### config.mk
export PLATFORM = sky130hd
export DESIGN_NAME = fifo_uart_tx_drain
export DESIGN_NICKNAME = d
export VERILOG_FILES = /design/src/rtl/fifo_uart_tx_drain.sv
export SDC_FILE = /design/constraint.sdc
export NUM_CORES = 1
export LEC_CHECK = 0
export CAP_MARGIN = 20
export CORE_MARGIN = 3
export CORE_UTILIZATION = 40
export DETAILED_ROUTE_END_ITERATION = 10
export MAX_ROUTING_LAYER = met4
export PLACE_DENSITY = 0.78
export SYNTH_ARGS = -nofsm -noshare
export SYNTH_HDL_FRONTEND = slang
export SYNTH_SLANG_ARGS = --single-unit
### constraint.sdc
create_clock -name dev_clk -period 1.6 [get_ports dev_clk]
set_input_delay 0.48 -clock dev_clk [delete_from_list [all_inputs] [get_ports dev_clk]]
set_output_delay 0.48 -clock dev_clk [all_outputs]
set_load 0.02 [all_outputs]
### src/rtl/fifo_uart_tx_drain.sv
// fifo_uart_tx_drain: drains sync_fifo one byte at a time into uart_tx over an en/ready handshake.
// Optional macro LF_TO_CRLF_EN expands every LF byte into the pair CR, LF.
module fifo_uart_tx_drain #(
    parameter int DATA_BITS      = 8,
    parameter int SYNC_STAGES    = 2,
    parameter int TIMEOUT_CYCLES = 4096,
    parameter int COUNT_BITS     = 16
) (
    input  logic                  dev_clk,
    input  logic                  n_rst_out,
    input  logic                  fifo_empty,
    input  logic [DATA_BITS-1:0]  fifo_rd_data,
    output logic                  fifo_rd_en,
    input  logic                  uart_tx_ready,
    output logic                  uart_tx_en,
    output logic [DATA_BITS-1:0]  uart_tx_data,
    output logic                  busy,
    output logic [COUNT_BITS-1:0] tx_count,
    output logic                  timeout_err,
    output logic [2:0]            state_dbg
);
    localparam int TIMER_BITS = (TIMEOUT_CYCLES > 1) ? $clog2(TIMEOUT_CYCLES) : 1;
    localparam logic [TIMER_BITS-1:0] TIMER_LAST = TIMER_BITS'(TIMEOUT_CYCLES - 1);
`ifdef LF_TO_CRLF_EN
    localparam logic [DATA_BITS-1:0] CHAR_LF = DATA_BITS'(8'h0A);
    localparam logic [DATA_BITS-1:0] CHAR_CR = DATA_BITS'(8'h0D);
`endif

    typedef enum logic [2:0] {
        IDLE  = 3'd0,
        READ  = 3'd1,
        LATCH = 3'd2,
        SEND  = 3'd3,
        DONE  = 3'd4
    } state_t;

    state_t                  state_q, state_d;
    logic [SYNC_STAGES-1:0]  sync_q, sync_d;
    logic [DATA_BITS-1:0]    hold_q, hold_d;
    logic [TIMER_BITS-1:0]   timer_q, timer_d;
    logic [COUNT_BITS-1:0]   count_q, count_d;
    logic                    err_q, err_d;
    logic                    rdy_s;
`ifdef LF_TO_CRLF_EN
    logic                    lf_pend_q, lf_pend_d;
`endif

    assign rdy_s = sync_q[SYNC_STAGES-1];

    always_ff @(posedge dev_clk or negedge n_rst_out) begin
        if (!n_rst_out) begin
            state_q   <= IDLE;
            sync_q    <= '0;
            hold_q    <= '0;
            timer_q   <= '0;
            count_q   <= '0;
            err_q     <= 1'b0;
`ifdef LF_TO_CRLF_EN
            lf_pend_q <= 1'b0;
`endif
        end else begin
            state_q   <= state_d;
            sync_q    <= sync_d;
            hold_q    <= hold_d;
            timer_q   <= timer_d;
            count_q   <= count_d;
            err_q     <= err_d;
`ifdef LF_TO_CRLF_EN
            lf_pend_q <= lf_pend_d;
`endif
        end
    end

    // Strobes are decoded from the state register so reset removes them asynchronously.
    always_comb begin
        state_d    = state_q;
        sync_d     = {sync_q[SYNC_STAGES-2:0], uart_tx_ready};
        hold_d     = hold_q;
        timer_d    = timer_q;
        count_d    = count_q;
        err_d      = err_q;
        fifo_rd_en = 1'b0;
        uart_tx_en = 1'b0;
`ifdef LF_TO_CRLF_EN
        lf_pend_d  = lf_pend_q;
`endif
        case (state_q)
            IDLE: begin
                if (!fifo_empty && rdy_s) state_d = READ;
            end
            READ: begin
                fifo_rd_en = 1'b1;
                state_d    = LATCH;
            end
            LATCH: begin
                hold_d  = fifo_rd_data;
                timer_d = '0;
                state_d = SEND;
`ifdef LF_TO_CRLF_EN
                if (fifo_rd_data == CHAR_LF) begin
                    hold_d    = CHAR_CR;
                    lf_pend_d = 1'b1;
                end
`endif
            end
            SEND: begin
                uart_tx_en = 1'b1;
                // ready falling means uart_tx has taken the byte and started its frame
                if (!rdy_s) begin
                    count_d = count_q + COUNT_BITS'(1);
                    state_d = DONE;
                end else if (timer_q == TIMER_LAST) begin
                    err_d   = 1'b1;
                    state_d = DONE;
                end else begin
                    timer_d = timer_q + TIMER_BITS'(1);
                end
            end
            DONE: begin
                if (rdy_s) begin
                    state_d = IDLE;
`ifdef LF_TO_CRLF_EN
                    if (lf_pend_q) begin
                        hold_d    = CHAR_LF;
                        lf_pend_d = 1'b0;
                        timer_d   = '0;
                        state_d   = SEND;
                    end
`endif
                end
            end
            default: state_d = IDLE;
        endcase
    end

    assign uart_tx_data = hold_q;
    assign busy         = (state_q != IDLE);
    assign tx_count     = count_q;
    assign timeout_err  = err_q;
    assign state_dbg    = state_q;

endmodule

==> flow_summary_export.csv <==
group,metric,value,unit
power_and_ir_drop,seq_power_share,33.5,%
sta,rsz0062_at_grt,"yes",
floorplan,core_area,4880,um^2
worst_setup_path,crit_chain,"or3_4, buf_6",
global_route,grtUsageTotal,17.9,%
routing,vias_per_cell,5.17,
place,gp_congestion,0.876,
power_and_ir_drop,total_power,4.30,mW
global_route,grt_max_degree,27,
power_and_ir_drop,switching_share,39.8,%
layout,fin_area,3030,um^2
worst_setup_path,r2r_end,"timer_q[5]",
routing,drc,0,
worst_setup_path,r2r_slack,-40,ps
sta,finalSetupViolations,3,
worst_setup_path,critPathMaxStageDelay,430,ps
floorplan,io_pins,43,
yosys,ys_seq_area_share,50.5,%
clock_tree,clk_path_buf_depth,2,
worst_setup_path,cp_max_fo,4,
yosys,synth_fp_nets,218,
status,violations,"setup timing",
yosys,avgSynthCellArea,10.2,um^2
yosys,synth_most_common_cell,"dfrtp_1",
worst_setup_path,timing.rr.start,"timer_q[2]",
place,io_buffers,42,
global_route,antenna_found_initial,0,
floorplan,start_util,42.7,%
worst_setup_path,crit_path_end_kind,"output port",
worst_setup_path,crit_type,"reg -> out",
sta,timing.fmax,588,MHz
sta,finalCriticalPeriod,1700,ps
sta,fin_skew,9.00,ps
yosys,syn_inst,204,
status,outcome,"complete, but fails checks",
clock_tree,h-tree-depth,2,
min_path,hp-class,"in -> async",
routing,drtPass1Iterations,4,
routing,first_iter_violations,115,
routing,wire_per_inst,14.0,um
routing,wl,4910,um
layout,final_util,62.1,%
routing,ant_nets,0,
layout,fill_cells,411,
floorplan,die_x,78.1,um
worst_setup_path,worstSetupStartpointType,"register",
worst_setup_path,rr_worst_depth,5,
layout,diodes,0,
power_and_ir_drop,powerDensity,1420,nW/um^2
yosys,ys_seq_elements,42,
yosys,synth_ff_type,"dfrtp_1",
job,drv_cap,0,
yosys,synth.cell_area,2080,um^2
layout,nets,296,
sta,fin_crit_sh,106,%
clock_tree,clk-insertion-delay-late,290,ps
place,hpwl,3470,um
power_and_ir_drop,switchingPower,1.71,mW
sta,hold_viol,0,
yosys,yosys_warnings,0,
clock_tree,cts-buffers-inserted,5,
yosys,synth_edf_count,0,
global_route,grt_pass1_wl,8760,um
yosys,async_flop_share,100,%
clock_tree,cts.clk_slew.worst_paths,80,ps
clock_tree,root_buffer,"clkbuf_8",
layout,area_growth,45.6,%
sta,setup_slack,-100,ps
power_and_ir_drop,p_comb_share,50.2,%
power_and_ir_drop,ir_drop,1240,uV
sta,report.final.slew_viol_count,0,
global_route,grt_overflow,0,
floorplan,die_area,6110,um^2
routing,vias,1810,
clock_tree,cts_tree,"built",
clock_tree,numClockSinks,42,
place,place_area,2780,um^2
layout,drive_gt1_share,33.6,%
yosys,yosysUniqueCellTypes,49,
sta,slew_headroom,72.6,%
sta,max_slew.worst_pin.slew,411,ps
power_and_ir_drop,p_leak,1.47,nW
floorplan,die_y,78.1,um
yosys,synthTopCellsByCount,"dfrtp_1 (42), nand2_1 (41), nand3_1 (11), nand4_1 (11), o21ai_0 (10)",
power_and_ir_drop,p_clk_share,16.3,%
global_route,grt_pass1_vias,1891,
yosys,synth_largest_area_cell,"dfrtp_1",
yosys,yosys-top-cells-area,"dfrtp_1 (50%), nand2_1 (7.4%), xnor2_1 (3.8%), nand4_1 (3.3%), nand3_1 (2.6%)",
worst_setup_path,critical_path_required,1120,ps
worst_setup_path,slowest_stage,"dfrtp_2",
floorplan,num_rows,25,
worst_setup_path,arrival,1220,ps
sta,whs,110,ps
place,pre_cts_ws,-200,ps
clock_tree,cts_hold_buf,0,
power_and_ir_drop,internal_power,2.59,mW
yosys,synth_top_area_share,50.5,%
[worst max-delay path: cells and delay by family, from the launching register on]
kind	cells	cell delay (ps)
buffers and inverters	1	140
flip-flops	1	430
AND/OR/NAND/NOR	1	370
[per-layer routing]
metal,routed length (um),share of wire [%],track usage [%],vias to the layer above
met5,0,0,-,-
met4,11,0.22,3.85,0
met3,175,3.6,2.98,2
met2,2490,51,30.1,34
met1,2230,45,22.8,889
li1,-,-,-,885
[worst max path at each step]
stage / startpoint / endpoint / slack, ps / cells past startpoint
CTS: state_dbg[1] / busy / -120 / 2
floorplan: state_dbg[0] / fifo_rd_en / -20 / 2
detailed placement: state_dbg[2] / busy / -200 / 2
finish: state_dbg[1] / busy / -100 / 2
global route: state_dbg[2] / busy / -140 / 2
global placement: state_dbg[2] / busy / -190 / 2
[power groups by stage]
stage / registers, mW / clock network (mW) / logic, mW
detailed placement: 1.45 / 0 / 2.05
floorplan: 1.75 / 0 / 0.814
global route: 1.48 / 0.760 / 2.37
global placement: 1.44 / 0 / 2.01
finish: 1.44 / 0.701 / 2.16
CTS: 1.44 / 0.722 / 2.05
[through the flow]
| step | cells | setup TNS [ps] |
|---|---|---|
| 2_1_floorplan | 204 | -31.8 |
| 3_3_place_gp | 337 | -516 |
| 3_5_place_dp | 337 | -650 |
| 4_1_cts | 349 | -192 |
| 5_1_grt | 350 | -930 |
| 6_report | 350 | -171 |
[kinds of logic after synthesis]
logic type / share of synthesized area, %
and+or+nand+nor: 29.9
adders and majority gates: 1.20
AOI/OAI and AO/OA: 7.33
muxes: 2.04
buffers and inverters: 2.70
xor gates and xnor gates: 6.31
DFF: 50.5
[registers in the layout (all words and copies together), names as in the netlist]
register and flops:
tx_count 16, timer_q 12, uart_tx_data 8, state_dbg 3
sync_q 2, timeout_err 1
[what timing repair did]
action                     in CTS  in global routing
buffers inserted                4                  1
pin swaps                       5                 15
resized for setup              61                 32
setup endpoints to repair      36                 27
[area by class of cell]
| cell class | count | area (um^2) | share of cell area (%) |
|---|---|---|---|
| multi-input combinational | 153 | 1120 | 36.9 |
| clock inverter | 2 | 12.5 | 0.413 |
| tap | 67 | 83.8 | 2.77 |
| timing repair buffer | 78 | 671 | 22.1 |
| inverter | 2 | 7.51 | 0.248 |
| clock buffer | 6 | 82.6 | 2.72 |
| sequential | 42 | 1060 | 34.8 |
[cells in the final DEF (no fill, tap or decap), types with 4 or more instances in the layout]
master / n
dlygate4sd2_1: 26
xnor2_1: 9
clkbuf_8: 6
nand2_1: 38
nand4_1: 11
nand3_1: 10
buf_6: 6
clkdlybuf4s50_1: 10
o21ai_0: 7
dfrtp_1: 38
dfrtp_2: 4
xor2_1: 6
buf_4: 32
nor2_1: 5
(Power assumes the default switching activity.)
